[config.mk]
export PLATFORM = sky130hd
export DESIGN_NAME = btn_event_unit
export DESIGN_NICKNAME = d
export VERILOG_FILES = /design/src/rtl/btn_event_unit_pkg.sv /design/src/rtl/btn_event_unit_chan.sv /design/src/rtl/btn_event_unit.sv
export SDC_FILE = /design/constraint.sdc
export NUM_CORES = 1
export LEC_CHECK = 0
export CORE_MARGIN = 2
export CORE_UTILIZATION = 60
export DETAILED_ROUTE_END_ITERATION = 10
export PLACE_DENSITY = 0.78
export SYNTH_ARGS = -nofsm -noshare
export SYNTH_HDL_FRONTEND = slang
export SYNTH_SLANG_ARGS = --single-unit
[constraint.sdc]
create_clock -name clk -period 2.75 [get_ports clk]
set_input_delay 0.4125 -clock clk [delete_from_list [all_inputs] [get_ports clk]]
set_output_delay 0.4125 -clock clk [all_outputs]
set_load 0.005 [all_outputs]
[src/rtl/btn_event_unit_pkg.sv]
// Shared types and helpers for the push-button event front-end.
package btn_event_unit_pkg;

    typedef enum logic [1:0] {
        ST_IDLE   = 2'd0,
        ST_HOLD   = 2'd1,
        ST_REPEAT = 2'd2
    } rep_state_e;

    // Counter width able to hold values up to n-1 with one bit of headroom.
    function automatic int unsigned cnt_width(input int unsigned n);
        return $clog2(n) + 1;
    endfunction

    function automatic int unsigned max_u(input int unsigned a, input int unsigned b);
        return (a > b) ? a : b;
    endfunction

endpackage

[src/rtl/btn_event_unit_chan.sv]
// One button channel: polarity fix, 2-FF sync, debounce, edge pulses and
// auto-repeat state machine.
module btn_event_unit_chan
    import btn_event_unit_pkg::*;
#(
    parameter bit          ACTIVE_LOW    = 1'b0,
    parameter int unsigned DEB_CYCLES    = 500000,
    parameter bit          REPEAT_EN     = 1'b1,
    parameter int unsigned REPEAT_DELAY  = 25000000,
    parameter int unsigned REPEAT_PERIOD = 5000000
) (
    input  logic clk,
    input  logic rst,
    input  logic pin,
    output logic level,
    output logic press,
    output logic rel,
    output logic rep
);

    localparam int unsigned DEB_W = cnt_width(DEB_CYCLES);
    localparam int unsigned REP_W = cnt_width(max_u(REPEAT_DELAY, REPEAT_PERIOD));

    logic             p_norm;
    logic             sync1;
    logic             sync2;
    logic [DEB_W-1:0] deb_cnt;
    logic [REP_W-1:0] rep_cnt;
    rep_state_e       state;
    logic             accept_c;

    assign p_norm   = pin ^ ACTIVE_LOW;
    assign accept_c = (sync2 != level) && (deb_cnt == DEB_W'(DEB_CYCLES - 1));

    always_ff @(posedge clk) begin
        if (rst) begin
            sync1   <= 1'b0;
            sync2   <= 1'b0;
            deb_cnt <= '0;
            level   <= 1'b0;
            press   <= 1'b0;
            rel     <= 1'b0;
            rep     <= 1'b0;
            rep_cnt <= '0;
            state   <= ST_IDLE;
        end else begin
            sync1 <= p_norm;
            sync2 <= sync1;
            press <= 1'b0;
            rel   <= 1'b0;
            rep   <= 1'b0;

            // Debounce: count cycles the synced pin disagrees with the accepted level.
            if (sync2 == level) begin
                deb_cnt <= '0;
            end else if (accept_c) begin
                deb_cnt <= '0;
                level   <= ~level;
                press   <= ~level;
                rel     <= level;
            end else begin
                deb_cnt <= deb_cnt + DEB_W'(1);
            end

            // Auto-repeat; an accepted edge always restarts it and suppresses any tick.
            if (accept_c) begin
                rep_cnt <= '0;
                state   <= (!level && REPEAT_EN) ? ST_HOLD : ST_IDLE;
            end else begin
                case (state)
                    ST_IDLE: begin
                        rep_cnt <= '0;
                    end
                    ST_HOLD: begin
                        if (rep_cnt == REP_W'(REPEAT_DELAY - 1)) begin
                            rep_cnt <= '0;
                            rep     <= 1'b1;
                            state   <= ST_REPEAT;
                        end else begin
                            rep_cnt <= rep_cnt + REP_W'(1);
                        end
                    end
                    ST_REPEAT: begin
                        if (rep_cnt == REP_W'(REPEAT_PERIOD - 1)) begin
                            rep_cnt <= '0;
                            rep     <= 1'b1;
                        end else begin
                            rep_cnt <= rep_cnt + REP_W'(1);
                        end
                    end
                    default: begin
                        rep_cnt <= '0;
                        state   <= ST_IDLE;
                    end
                endcase
            end
        end
    end

endmodule

[src/rtl/btn_event_unit.sv]
// Push-button front-end: N independent debounce/event channels plus a
// combined press-or-repeat step strobe.
module btn_event_unit
    import btn_event_unit_pkg::*;
#(
    parameter int unsigned N_BTN         = 8,
    parameter bit          ACTIVE_LOW    = 1'b0,
    parameter int unsigned DEB_CYCLES    = 500000,
    parameter bit          REPEAT_EN     = 1'b1,
    parameter int unsigned REPEAT_DELAY  = 25000000,
    parameter int unsigned REPEAT_PERIOD = 5000000
) (
    input  logic             clk,
    input  logic             rst,
    input  logic [N_BTN-1:0] btn,
    output logic [N_BTN-1:0] btn_level,
    output logic [N_BTN-1:0] btn_press,
    output logic [N_BTN-1:0] btn_release,
    output logic [N_BTN-1:0] btn_repeat,
    output logic [N_BTN-1:0] btn_evt
);

    for (genvar i = 0; i < int'(N_BTN); i++) begin : gen_chan
        btn_event_unit_chan #(
            .ACTIVE_LOW    (ACTIVE_LOW),
            .DEB_CYCLES    (DEB_CYCLES),
            .REPEAT_EN     (REPEAT_EN),
            .REPEAT_DELAY  (REPEAT_DELAY),
            .REPEAT_PERIOD (REPEAT_PERIOD)
        ) u_chan (
            .clk   (clk),
            .rst   (rst),
            .pin   (btn[i]),
            .level (btn_level[i]),
            .press (btn_press[i]),
            .rel   (btn_release[i]),
            .rep   (btn_repeat[i])
        );
    end

    // Both sources are flop outputs and never coincide on a channel.
    assign btn_evt = btn_press | btn_repeat;

endmodule

-- Word level (Yosys, flattened, before mapping)
Cells that the tools add are included.
Widths: inputs -> output; s select.
- flip-flop bits (word level): 432
- bits of input ports: 10
- output and inout port bits: 40
- add/sub/neg operators: 16
- equal/unequal tests: 72
- mux-type cells: 80
- bitwise operators: 25
- reduce and logical (&&, ||, !) cells: 64
- operators with widths (operator ; number):
    $mux 26 ; 16
    $pmux 26 s2 ; 8
    $add 26x1->26 const B ; 8
    $eq 26x23->1 const B ; 8
    $eq 26x25->1 const B ; 8
    $add 20x1->20 const B ; 8
    $eq 20x19->1 const B ; 8
    $reduce_or 3->1 ; 16
    $mux 2 ; 16
    $pmux 2 s2 ; 8
    $reduce_and 2->1 ; 16
    $reduce_or 2->1 ; 16
    $mux 1 ; 24
    $ne 3x1->1 const B ; 8
    $not 1->1 ; 24
    $eq 2x1->1 const B ; 8
    $eq 2x2->1 const B ; 8
    $logic_not 2->1 ; 8
    $ne 2x1->1 const B ; 8
    $pmux 1 s2 ; 8
    $eq 1x1->1 ; 8
    $logic_and 1x1->1 ; 8
    $ne 1x1->1 ; 8
    $or 8x8->8 ; 1

-- Longest topological paths before layout
- word-level depth: 4
- gate-level depth with buffers: 9
- gate-level depth less buffers: 6

-- Hierarchy
A second synthesis with hierarchy kept.
- cell total of the unflattened synthesis: 2214
- area total of the unflattened synthesis: 19449.9 µm²
- by module, submodules not included (module ; times used ; cells each ; area an instance (µm²)):
    btn_event_unit_chan (gen_chan[0].u_chan ...) ; 7 ; 278 ; 2433.6
    btn_event_unit_chan (gen_chan[7].u_chan) ; 1 ; 260 ; 2364.8
    btn_event_unit ; 1 ; 8 ; 50.0

-- Worst setup path after synthesis
No wires, ideal clock.
- path type: reg-to-reg
- start: register gen_chan[1].u_chan.rep_cnt[23]
- end: register gen_chan[1].u_chan.rep_cnt[22]
- data arrival time: 2123 ps
- data required time: 2635 ps
- setup slack: 513 ps
- cell stages (with the launch flop): 7
- buffers on the path: 1
- clock period less this slack: 2237 ps
- path through: dfxtp_1 > or4b_1 > or4_4 > o31a_1 > o211ai_4 > buf_6 > nor2_1
- cells in the longest elaborated chain, start to end: 3
- elaborated cells on any way between the ends: 5
- RTL lines (element ; RTL line ; source):
    start, declared ; btn_event_unit_chan.sv:28 ; logic [REP_W-1:0] rep_cnt;
    start signal, assigned ; btn_event_unit_chan.sv:80 ; rep_cnt <= rep_cnt + REP_W'(1);
    start signal, assigned ; btn_event_unit_chan.sv:88 ; rep_cnt <= rep_cnt + REP_W'(1);
    $eq 26x23->1 / $eq 26x25->1 (equally long branches) ; btn_event_unit_chan.sv:84, btn_event_unit_chan.sv:75 ;
    $mux 26 (on tied branches) ; btn_event_unit_chan.sv:84, btn_event_unit_chan.sv:75 ;
    $pmux 26 s2 (*) ; btn_event_unit_chan.sv:70 ; case (state)
Mark *: on every way between the ends. The rest lies on a longest branch, timed or not.
A chain may end at the register's enable or synchronous reset.

-- Worst setup path after layout
- start: register gen_chan[1].u_chan.rep_cnt[16]
- end: register gen_chan[1].u_chan.rep_cnt[5]
Same word-level chain as after synthesis.

==> run summary <==
initial antenna violation count - 0
Slew @ Worst Pin - 0.880 ns
Pins Over Slew Limit - 0
Setup violations, final - 0
Synth top area share - 44.4%
number of core rows - 65
maxcap violations - 0
Core Area - 31700 µm²
Comb power frac - 0.6%
syn_nets - 2273
Critical Path Source Type - flip-flop
Total Routing Usage GR - 22.0%
Clock Sinks - 432
Period Utilization, post-route - 87.4%
critical path class - flip-flop to flip-flop
Pwr per Cell Area - 598 nW/µm²
outcome - complete, no violations
die area - 33900 µm²
Hold Vio Cnt, Final - 0
cts hold-fix bufs - 0
Yosys cell types - 56
CP max FO - 26
Pleak - 7.08 nW
Pre-Repair DR Iteration Count - 5
WHS - 0.435 ns
Layout area overhead - 11.5%
die width - 184 µm
Top FF cell, synth - dfxtp_1
Nets - 2297
number of global-route vias before repair - 14500
type of the most critical hold path - input pin to flip-flop
Die H - 184 µm
via count - 15000
Post-DRT Antenna Nets - 0
fill cell count - 2479
yosys warns - 0
Clock Pin Slew Worst Setup and Hold Paths - 0.06 ns
post_cts resized - 0
grt ovf - 0
Yosys reg bits - 432
Post-Syn Instances - 2216
number of diodes - 0
CP arrival - 2.81 ns
synth top area cells - dfxtp_1 (44%), xor2_1 (9.9%), nor2_1 (8.5%)
post-synthesis sequential area ratio - 44.4%
vias per cell - 5.62
worst clock skew - 0.00988 ns
most common cell in the synthesized netlist - nor2_1
largest net degree at the start of global routing - 46
clock network power share - 51.0%
setup_tns - 0 ns
Peak VDD IR - 0.424 mV
RSZ-0062 raised after global routing - false
boundary pin count - 50
initial core utilization - 61.3%
crit end category - flip-flop
DR iter-0 viols - 773
first-pass GRT wire length - 64.5 mm
Bufs on Longest Clock Path - 3
layout cell share with drive strength beyond 1 - 5.10%
Reg power frac - 48.4%
final worst path period need - 2.40 ns
syn_area_per_cell - 8.78 µm²
Reg area - 8650 µm²
Final HPWL DP - 24.9 mm
Sw Ratio - 19.0%
GP Congestion - 0.834
post-CTS setup buffer count - 0
FMAX - 416 MHz
Int Pwr - 0.0105 W
largest area contributor in the netlist - dfxtp_1
Total Routed Length - 37.4 mm
CP required - 3.16 ns
# H-tree levels - 2
Net Sw Power - 0.00247 W
CTS tree - built
Multi-input gate area - 10000 µm²
clock latency on the worst-skew pair - 0.53 ns
TritonCTS Buffers - 44
commonest cells in the netlist - nor2_1 (441), dfxtp_1 (432), xor2_1 (221), nand3_1 (138), nand4_1 (130)
# DRC - 0
Post-synth EDFFs - 0
mapped cell area - 19500 µm²
Port Buffers - 49
WL per Instance - 14.0 µm
asr flop ratio synth - 0%
clock root buffer - clkbuf_16
Max transition margin - 40.8%
==> area by class of cell <==
cell class	instances	share of cell area (%)
Clock buffer	62	5.94
Clock inverter	18	1.59
Inverter	64	1.11
Multi-Input combinational cell	1630	46.3
Sequential cell	432	39.9
Tap cell	402	2.32
Timing Repair Buffer	68	2.89
==> layer usage <==
layer  global-route usage (%)  wire, µm  share of wire [%]
met5                        0         0                  0
met4                     6.37       766                2.1
met3                     3.39      1320                3.5
met2                     38.2     17800                 48
met1                     28.4     17500                 47
==> worst paths after layout <==
kind,start,slack [ns],cells after the start,end
max,gen_chan[1].u_chan.rep_cnt[16],0.35,6,gen_chan[1].u_chan.rep_cnt[5]
min,btn[4],0.43,2,gen_chan[4].u_chan.sync1
max reg2reg,gen_chan[1].u_chan.rep_cnt[16],0.35,6,gen_chan[1].u_chan.rep_cnt[5]
min reg2reg,gen_chan[7].u_chan.sync1,0.44,1,gen_chan[7].u_chan.sync2
==> metrics by stage <==
stage | instances | util [%] | power, W | instance area, µm² | setup WS (ns)
after floorplan | 2216 | - | 0.00647 | 19500 | 0.513
after global placement | 2596 | 63.3 | 0.00650 | 20100 | 0.425
after detailed placement | 2596 | 63.3 | 0.00650 | 20100 | 0.356
after CTS | 2676 | 68.4 | 0.0131 | 21700 | 0.350
after global routing | 2676 | 68.4 | 0.0134 | 21700 | 0.118
final | 2676 | 68.4 | 0.0130 | 21700 | 0.347
==> layout by cell type (no fill, tap or decap), types with 22 or more instances in the layout <==
| cell | count |
|---|---|
| and2_1 | 22 |
| and3_1 | 48 |
| and4_1 | 42 |
| clkbuf_16 | 45 |
| clkdlybuf4s50_1 | 48 |
| dfxtp_1 | 432 |
| ha_1 | 47 |
| inv_1 | 64 |
| nand2_1 | 122 |
| nand3_1 | 138 |
| nand4_1 | 130 |
| nor2_1 | 441 |
| nor3_1 | 66 |
| nor4_1 | 40 |
| xnor2_1 | 128 |
| xor2_1 | 221 |
==> critical path: stages (launching register included) <==
cell and delay [ns]:
dfxtp_1 0.37, or4_1 0.57, or4_1 0.52, o31a_1 0.29, o211ai_4 0.15, buf_4 0.29
nor2_1 0.08
==> sequential cells by signal, summed over array words and instances (netlist names) <==
name                     flops
gen_chan.u_chan.level        8
gen_chan.u_chan.state       16
gen_chan.u_chan.deb_cnt    160
gen_chan.u_chan.press        8
gen_chan.u_chan.rep_cnt    208
gen_chan.u_chan.rep          8
gen_chan.u_chan.sync1        8
gen_chan.u_chan.rel          8
gen_chan.u_chan.sync2        8
==> cells by family (layout without fill, tap and decap cells) <==
logic type      count (synthesis)  in the layout  share of synthesized area, %
fa+ha+maj                      47             47                          3.02
compound gates                 69             69                          2.55
buf+inv                       154            212                          3.92
simple gates                 1165           1165                          30.4
flops                         432            432                          44.4
xor+xnor                      349            349                          15.7
==> power groups by stage <==
| stage | clock network, W | registers, W | logic, W |
|---|---|---|---|
| after detailed placement | 0 | 0.00642 | 0.0000806 |
| after global routing | 0.00701 | 0.00628 | 0.0000896 |
| after floorplan | 0 | 0.00642 | 0.0000493 |
| after global placement | 0 | 0.00642 | 0.0000790 |
| final | 0.00661 | 0.00628 | 0.0000808 |
| after CTS | 0.00675 | 0.00628 | 0.0000814 |
(Power assumes the default switching activity.)
